$ cat src/rtl/barrel_rotator_pipe_if.sv
// Handshake and data bundle between a word producer, the barrel rotator and a consumer.
// The out_zero signal exists only when BARREL_ZERO_FLAG_EN is defined.
interface barrel_rotator_pipe_if #(
  parameter int WIDTH = 8
);
  localparam int SHW = $clog2(WIDTH);

  logic             in_valid;
  logic             in_ready;
  logic [WIDTH-1:0] in_data;
  logic [SHW-1:0]   in_amount;
  logic             in_dir;
  logic [1:0]       in_mode;
  logic             out_valid;
  logic             out_ready;
  logic [WIDTH-1:0] out_data;
`ifdef BARREL_ZERO_FLAG_EN
  logic             out_zero;
`endif

  // Producer/consumer side: drives words in and accepts results.
  modport master (
    output in_valid, in_data, in_amount, in_dir, in_mode, out_ready,
`ifdef BARREL_ZERO_FLAG_EN
    input  out_zero,
`endif
    input  in_ready, out_valid, out_data
  );

  // Rotator side: accepts words and presents results.
  modport slave (
    input  in_valid, in_data, in_amount, in_dir, in_mode, out_ready,
`ifdef BARREL_ZERO_FLAG_EN
    output out_zero,
`endif
    output in_ready, out_valid, out_data
  );
endinterface

$ cat src/rtl/barrel_rotator_pipe.sv
// Pipelined barrel rotator/shifter with valid/ready on both sides.
// Stage k moves the word by 2^k when amount bit k is set; amount, direction and mode
// travel alongside the data. PIPELINE=1 registers every stage, PIPELINE=0 keeps the
// stages combinational behind a single output register.
// Optional feature macro: BARREL_ZERO_FLAG_EN adds a registered out_zero flag.
module barrel_rotator_pipe #(
  parameter int WIDTH    = 8,
  parameter int PIPELINE = 1
) (
  input  logic                 clk,
  input  logic                 rst_n,
  barrel_rotator_pipe_if.slave bus
);
  localparam int SHW = $clog2(WIDTH);

  typedef struct packed {
    logic [WIDTH-1:0] data;
    logic [SHW-1:0]   amount;
    logic             dir;
    logic [1:0]       mode;
  } word_t;

  // Move a word by s positions; mode 01 logical, 10 arithmetic, 00/11 rotate.
  function automatic logic [WIDTH-1:0] stepWord(input logic [WIDTH-1:0] d, input int s,
                                                input logic dir, input logic [1:0] mode);
    logic [WIDTH-1:0] r;
    case (mode)
      2'b01:   r = dir ? (d << s) : (d >> s);
      2'b10:   r = dir ? (d << s) : WIDTH'($signed(d) >>> s);
      default: r = dir ? ((d << s) | (d >> (WIDTH - s))) : ((d >> s) | (d << (WIDTH - s)));
    endcase
    return r;
  endfunction

  // Data produced by stage k: moved by 2^k if amount bit k is set, else passed through.
  function automatic logic [WIDTH-1:0] stageData(input word_t w, input int k);
    if (w.amount[k]) return stepWord(w.data, 1 << k, w.dir, w.mode);
    return w.data;
  endfunction

  // Whole word (with its control) after stage k.
  function automatic word_t applyStage(input word_t w, input int k);
    word_t r;
    r      = w;
    r.data = stageData(w, k);
    return r;
  endfunction

  word_t            inWord;
  logic             adv;
  logic             outValid_d;
  logic [WIDTH-1:0] outData_d;
  logic             outValid_q;
  logic [WIDTH-1:0] outData_q;

  assign inWord = '{data: bus.in_data, amount: bus.in_amount, dir: bus.in_dir, mode: bus.in_mode};

  // The whole pipe moves together; it only holds when a result is waiting unconsumed.
  assign adv           = bus.out_ready | ~outValid_q;
  assign bus.in_ready  = adv;
  assign bus.out_valid = outValid_q;
  assign bus.out_data  = outData_q;

  generate
    if (PIPELINE != 0 && SHW > 1) begin : g_pipe
      word_t midWord_q  [SHW-1];
      word_t midWord_d  [SHW-1];
      logic  midValid_q [SHW-1];

      // Next contents of every intermediate stage register.
      always_comb begin
        midWord_d[0] = applyStage(inWord, 0);
        for (int k = 1; k < SHW - 1; k++) begin
          midWord_d[k] = applyStage(midWord_q[k-1], k);
        end
      end

      // Intermediate stage registers; bubbles travel as valid=0 and leave data untouched.
      always_ff @(posedge clk or negedge rst_n) begin
        if (!rst_n) begin
          for (int k = 0; k < SHW - 1; k++) begin
            midValid_q[k] <= 1'b0;
            midWord_q[k]  <= '0;
          end
        end else if (adv) begin
          midValid_q[0] <= bus.in_valid;
          if (bus.in_valid) midWord_q[0] <= midWord_d[0];
          for (int k = 1; k < SHW - 1; k++) begin
            midValid_q[k] <= midValid_q[k-1];
            if (midValid_q[k-1]) midWord_q[k] <= midWord_d[k];
          end
        end
      end

      assign outValid_d = midValid_q[SHW-2];
      assign outData_d  = stageData(midWord_q[SHW-2], SHW - 1);
    end else begin : g_comb
      word_t chainWord;

      // All but the last stage chained combinationally from the input word.
      always_comb begin
        chainWord = inWord;
        for (int k = 0; k < SHW - 1; k++) begin
          chainWord = applyStage(chainWord, k);
        end
      end

      assign outValid_d = bus.in_valid;
      assign outData_d  = stageData(chainWord, SHW - 1);
    end
  endgenerate

  // Output register: the final stage result, held stable while the consumer stalls.
  always_ff @(posedge clk or negedge rst_n) begin
    if (!rst_n) begin
      outValid_q <= 1'b0;
      outData_q  <= '0;
    end else if (adv) begin
      outValid_q <= outValid_d;
      if (outValid_d) outData_q <= outData_d;
    end
  end

`ifdef BARREL_ZERO_FLAG_EN
  logic outZero_q;

  // Zero flag registered together with the result so it always matches out_data.
  always_ff @(posedge clk or negedge rst_n) begin
    if (!rst_n) begin
      outZero_q <= 1'b0;
    end else if (adv && outValid_d) begin
      outZero_q <= (outData_d == '0);
    end
  end

  assign bus.out_zero = outZero_q;
`endif
endmodule

$ cat src/flat_wrapper.sv
// flat-port wrapper written by rule: the top's interface ports become plain ports
module barrel_rotator_pipe_flat 
#(
  parameter int WIDTH    = 8,
  parameter int PIPELINE = 1
)
  (clk, rst_n, bus_in_valid, bus_in_data, bus_in_amount, bus_in_dir, bus_in_mode, bus_out_ready, bus_in_ready, bus_out_valid, bus_out_data);
  barrel_rotator_pipe_if #(.WIDTH(WIDTH)) bus_i ();
  input  logic clk;
  input  logic rst_n;
  input wire logic [$bits(bus_i.in_valid)-1:0] bus_in_valid;
  input wire logic [$bits(bus_i.in_data)-1:0] bus_in_data;
  input wire logic [$bits(bus_i.in_amount)-1:0] bus_in_amount;
  input wire logic [$bits(bus_i.in_dir)-1:0] bus_in_dir;
  input wire logic [$bits(bus_i.in_mode)-1:0] bus_in_mode;
  input wire logic [$bits(bus_i.out_ready)-1:0] bus_out_ready;
  output wire logic [$bits(bus_i.in_ready)-1:0] bus_in_ready;
  output wire logic [$bits(bus_i.out_valid)-1:0] bus_out_valid;
  output wire logic [$bits(bus_i.out_data)-1:0] bus_out_data;
  assign bus_i.in_valid = bus_in_valid;
  assign bus_i.in_data = bus_in_data;
  assign bus_i.in_amount = bus_in_amount;
  assign bus_i.in_dir = bus_in_dir;
  assign bus_i.in_mode = bus_in_mode;
  assign bus_i.out_ready = bus_out_ready;
  assign bus_in_ready = bus_i.in_ready;
  assign bus_out_valid = bus_i.out_valid;
  assign bus_out_data = bus_i.out_data;
  barrel_rotator_pipe #(.WIDTH(WIDTH), .PIPELINE(PIPELINE)) u_core (.clk(clk), .rst_n(rst_n), .bus(bus_i));
endmodule
$ cat config.mk
export PLATFORM = sky130hd
export DESIGN_NAME = barrel_rotator_pipe_flat
export DESIGN_NICKNAME = d
export VERILOG_FILES = /design/src/rtl/barrel_rotator_pipe_if.sv /design/src/rtl/barrel_rotator_pipe.sv /design/src/flat_wrapper.sv
export SDC_FILE = /design/constraint.sdc
export NUM_CORES = 1
export LEC_CHECK = 0
export BUFFER_PORTS_ARGS = -buffer_cell sky130_fd_sc_hd__buf_2
export CAP_MARGIN = 20
export CORE_MARGIN = 2
export CORE_UTILIZATION = 40
export DETAILED_ROUTE_END_ITERATION = 8
export GPL_ROUTABILITY_DRIVEN = 0
export SLEW_MARGIN = 20
export SYNTH_ARGS = -nofsm -noshare
export SYNTH_HDL_FRONTEND = slang
export SYNTH_SLANG_ARGS = --single-unit
$ cat constraint.sdc
create_clock -name clk -period 1.45 [get_ports clk]
set_input_delay 0.145 -clock clk [delete_from_list [all_inputs] [get_ports clk]]
set_output_delay 0.145 -clock clk [all_outputs]
set_load 0.005 [all_outputs]
## Word level (Yosys, flattened, before mapping)

Cells that the tools add are included.

- Eq/ne operators: 6
- Muxes and demuxes: 20
- Bitwise gates (word level): 7
- Reductions and logical operators: 3

Operators by type and width:

| cell | count |
|---|---|
| 8-bit 2-to-1 mux | 14 |
| 8-bit case mux with 2 select lines | 3 |
| 6-bit by 8-bit bitwise OR with 8-bit output | 1 |
| 7-bit by 8-bit bitwise OR with 8-bit output | 1 |
| 8-bit by 1-bit bitwise OR with 8-bit output | 1 |
| 8-bit by 2-bit bitwise OR with 8-bit output | 1 |
| 8-bit by 4-bit bitwise OR with 8-bit output | 1 |
| 2-bit by 1-bit == test with 1-bit output (second input constant) | 3 |
| 2-bit == test (second input constant) | 3 |
| 2-bit AND reduction | 3 |
| 1-bit 2-to-1 mux | 3 |
| 1-bit NOT | 1 |
| 1-bit bitwise OR | 1 |

- Bits in registers: 39
- Output and inout port bits: 10
- Word-level logic and storage cells: 48

## Depth between registers and ports, before layout

- Depth in word-level cells: 5
- Gate-level depth with buffers: 7
- Depth with buffers taken out: 6

## Least setup slack after synthesis

OpenSTA, ideal clock, no wires.

- Path type: reg2reg
- Start point: register u_core.g_pipe.midWord_q[0] (netlist name)
- End point: register u_core.outData_q[4] (netlist: u_core.bus.out_data[4])
- Data arrival time: 1,297 ps
- Path slack: 72 ps
- Stages on the path, launching flop included: 6
- Path buffers: 0
- Path through: dfrtp_1 > inv_1 > ha_1 > nor3_1 > o21ai_0 > a31oi_2

- Longest elaborated chain between the ends: 4

Ends and longest elaborated chain:

| what | line | RTL |
|---|---|---|
| start: declaration | barrel_rotator_pipe.sv:66 | `word_t midWord_q [SHW-1];` |
| start signal: indexed assignment | barrel_rotator_pipe.sv:90 | `if (midValid_q[k-1]) midWord_q[k] <= midWord_d[k];` |
| 2-bit == test / 2-bit by 1-bit == test with 1-bit output (equally long branches) | barrel_rotator_pipe.sv:27 | `case (mode)` |
| 8-bit case mux with 2 select lines * | barrel_rotator_pipe.sv:27 |  |
| 8-bit 2-to-1 mux * | barrel_rotator_pipe.sv:37 | `if (w.amount[k]) return stepWord(w.data, 1 << k, w.dir, w.mode);` |
| 8-bit 2-to-1 mux * | barrel_rotator_pipe.sv:38 | `return w.data;` |
| end signal: assignment | barrel_rotator_pipe.sv:120 | `if (outValid_d) outData_q <= outData_d;` |
| end: declaration | barrel_rotator_pipe.sv:54 | `logic [WIDTH-1:0] outData_q;` |

Mark *: on every way between the ends. The rest lies on a longest branch, timed or not. The select of a mux whose other input is x is not followed.
A chain may end at the register's enable or synchronous reset.

## Worst setup path in the final report

- Start point: register u_core.g_pipe.midWord_q[1] (netlist name)
- End point: register u_core.outData_q[7] (netlist: u_core.bus.out_data[7])

The elaborated chain is that of the path after synthesis.

==> flow_summary.yaml <==
outcome:
  outcome: "finished, final reports clean"
global_routing:
  first_global_vias: 1428
  grt_util_all_layers_pct: 16.0
  antenna_found_initial: 0
  grt_max_degree: 37
  grt_pass1_wl_mm: 6.83
  grt.overflow.total: 0
worst_hold_path:
  hold_path_class: "input pin to flip-flop"
  min_path_cells: 2
  min_from: "bus_in_amount[2]"
  min_to: "u_core.g_pipe.midWord_d[5]"
finish:
  fin_area_um2: 2460
  layout_common_cells: "35 x dfrtp_1, 27 x nor2_1, 27 x buf_2"
  multi_input_area_um2: 1110
  diodes: 0
  fillCellCount: 513
  areaGrowthSynthToFinish_pct: 19.6
  drive_gt1_share_pct: 29.9
  nets: 289
  final_common_cell: "dfrtp_1"
  stdcell_count: 331
  regArea_um2: 902
placed_design:
  io_buffers: 27
  hpwl_mm: 2.85
  dp_cells: 322
  dpl_cell_area_um2: 2260
  dpl_worst_slack_ns: -0.0348
timing:
  period_share_pct: 99.0
  final_max_slew_viol_count: 0
  min_period_ns: 1.43
  slew_headroom_pct: 70.0
  finalClockSkew_ns: 0.00532
  timing.fmax_mhz: 697
  setup_viol: 0
  tightest_slew_ns: 0.449
  setup_ws_ns: 0.0151
  final_hold_viol_count: 0
  rsz0062_at_grt: "yes"
floorplan:
  core_region_area_um2: 5040
  num_rows: 26
  dieHeight_um: 75.7
  ioPinCount: 28
  fp.dieW_um: 75.7
  start_util_pct: 40.8
  dieArea_um2: 5730
power_and_ir_drop:
  p_leak_nw: 1.13
  swShare_pct: 38.7
  internal-power_mw: 2.70
  clkPwrFrac_pct: 14.4
  power_switching_mw: 1.71
  max-vdd-ir-drop_uv: 467
  p_per_area_nw_per_um2: 1790
  fin_total_pwr_mw: 4.40
  combPwrFrac_pct: 45.3
  pwr-share-seq_pct: 40.3
cts:
  clock-root-buffer: "clkbuf_8"
  htreeDepth: 2
  cts_tree: "yes"
  cts_buffers: 5
  path_clk_slew_ns: 0.07
  clk_latency_ns: 0.28
  cts_max_path_buffers: 2
  clock-sinks: 36
synth:
  synth_area_leaders: "dfrtp_1 44%, a21oi_1 7.3%, mux2i_1 6.3%"
  yosys_register_bits: 36
  synth_fp_nets: 253
  ys_types: 36
  synthCells: 227
  yosysTopAreaCellShare_pct: 43.8
  synth_area_um2: 2060
  ys_warn_count: 0
  synth_area_leader_cell: "dfrtp_1"
  syn_area_per_cell_um2: 9.06
  ys_seq_area_share_pct: 43.8
setup_path:
  crit_type: "flip-flop to flip-flop"
  endpoint_kind: "flip-flop"
  timing.rr.end: "u_core.bus.out_data[7]"
  crit_fanout: 6
  crit_arrival_ns: 1.64
  ff2ff_path_depth: 6
  required_ns: 1.66
  r2r_setup_slack_ns: 0.02
  rr_startpoint: "u_core.g_pipe.midWord_q[1]"
  startpoint_type: "flip-flop"
drt:
  firstDrtPassIters: 4
  drcViolationCount: 0
  via_count: 1646
  final_antenna_net_count: 0
  viasPerCell: 4.97
  drt_wl_total_mm: 4.08
  drt_iter0_markers: 87
  wire_per_inst_um: 12.3
flow_run:
  drv_cap: 0
worst max-delay path by stage:
stage / cells past startpoint / start / slack, ns / endpoint
after floorplan: 5 / u_core.g_pipe.midWord_q[0] / 0.07 / u_core.bus.out_data[4]
after global placement: 6 / u_core.g_pipe.midWord_q[1] / 0.003 / u_core.bus.out_data[0]
after detailed placement: 6 / u_core.g_pipe.midWord_q[0] / -0.03 / u_core.bus.out_data[5]
after CTS: 6 / u_core.g_pipe.midWord_q[0] / -0.04 / u_core.bus.out_data[5]
after global routing: 6 / u_core.g_pipe.midWord_q[1] / -0.04 / u_core.bus.out_data[0]
final: 6 / u_core.g_pipe.midWord_q[1] / 0.02 / u_core.bus.out_data[7]
what timing repair did:
action	in CTS	in global routing
resized for setup	3	23
hold buffers	1	0
endpoints found under the setup margin	5	10
endpoints found under the hold margin	36	0
setup buffers	0	3
pin swaps	0	11
per-layer routing:
| metal | track usage, % | vias up | routed length, um |
|---|---|---|---|
| li1 | - | 849 | - |
| met3 | 4.76 | 5 | 148 |
| met1 | 21.7 | 763 | 1950 |
| met2 | 24.4 | 29 | 1930 |
| met4 | 5.26 | 0 | 53 |
| met5 | 0 | - | 0 |
metrics by stage:
| stage | utilization [%] | hold slack (ns) | setup TNS [ns] |
|---|---|---|---|
| 5_1_grt | 48.8 | 0.0974 | -0.235 |
| 3_3_place_gp | 44.8 | 0.207 | 0 |
| 6_report | 48.8 | 0.0967 | 0 |
| 2_1_floorplan | - | -0.151 | 0 |
| 3_5_place_dp | 44.8 | 0.210 | -0.0985 |
| 4_1_cts | 46.6 | 0.0887 | -0.0968 |
logic make-up after synthesis:
group                    count (synthesis)  share of synthesized area [%]
buffers and inverters                   24                           6.69
AO/OA/AOI/OAI                           70                           20.1
adder cells (fa/ha/maj)                  8                           4.87
multiplexers                            18                           9.07
AND/OR/NAND/NOR                         71                           15.5
flip-flops                              36                           43.8
registers in the layout, summed over array words and instances, names as in the netlist:
signal	flops
u_core.bus.out_data	8
u_core.bus.out_valid	1
u_core.g_pipe.midWord_d	5
u_core.outValid_d	1
u_core.g_pipe.midWord_q	20
u_core.g_pipe.midValid_q	1
Yosys cell counts, drive strengths merged:
cell    number
buf         11
o21a         1
dfrtp       36
nor2        28
nor3         2
nor2b        4
nand2       27
and2         2
inv         12
ha           8
o31ai        1
mux2i       13
a221oi       2
o21bai       1
nand3b       1
a211oi       1
mux2         5
clkbuf       1
nor3b        1
nand2b       5
o22ai        2
a31oi        4
a22oi        1
o21ba        1
o211ai       2
nand3        1
a21oi       30
o21ai       24
power groups by stage:
stage / clock network, mW / registers (mW) / logic (mW)
floorplan: 0 / 1.68 / 1.32
global placement: 0 / 1.75 / 1.67
detailed placement: 0 / 1.76 / 1.68
CTS: 0.651 / 1.74 / 1.72
global route: 0.699 / 1.85 / 2.26
finish: 0.634 / 1.77 / 2.00
final cells by class:
class | instances | share of cell area [%]
Multi-Input combinational cell | 167 | 45.1
Sequential cell | 36 | 36.7
Timing Repair Buffer | 41 | 10.0
Tap cell | 70 | 3.56
Clock buffer | 5 | 2.80
Inverter | 12 | 1.83
critical path, stage by stage (launching register included):
cell and delay [ns]:
dfrtp_1 0.41, buf_6 0.13, ha_4 0.26, nor3_2 0.17, buf_4 0.16, o21ai_1 0.07, a31oi_2 0.17
Power figures use the tool's default switching activity.
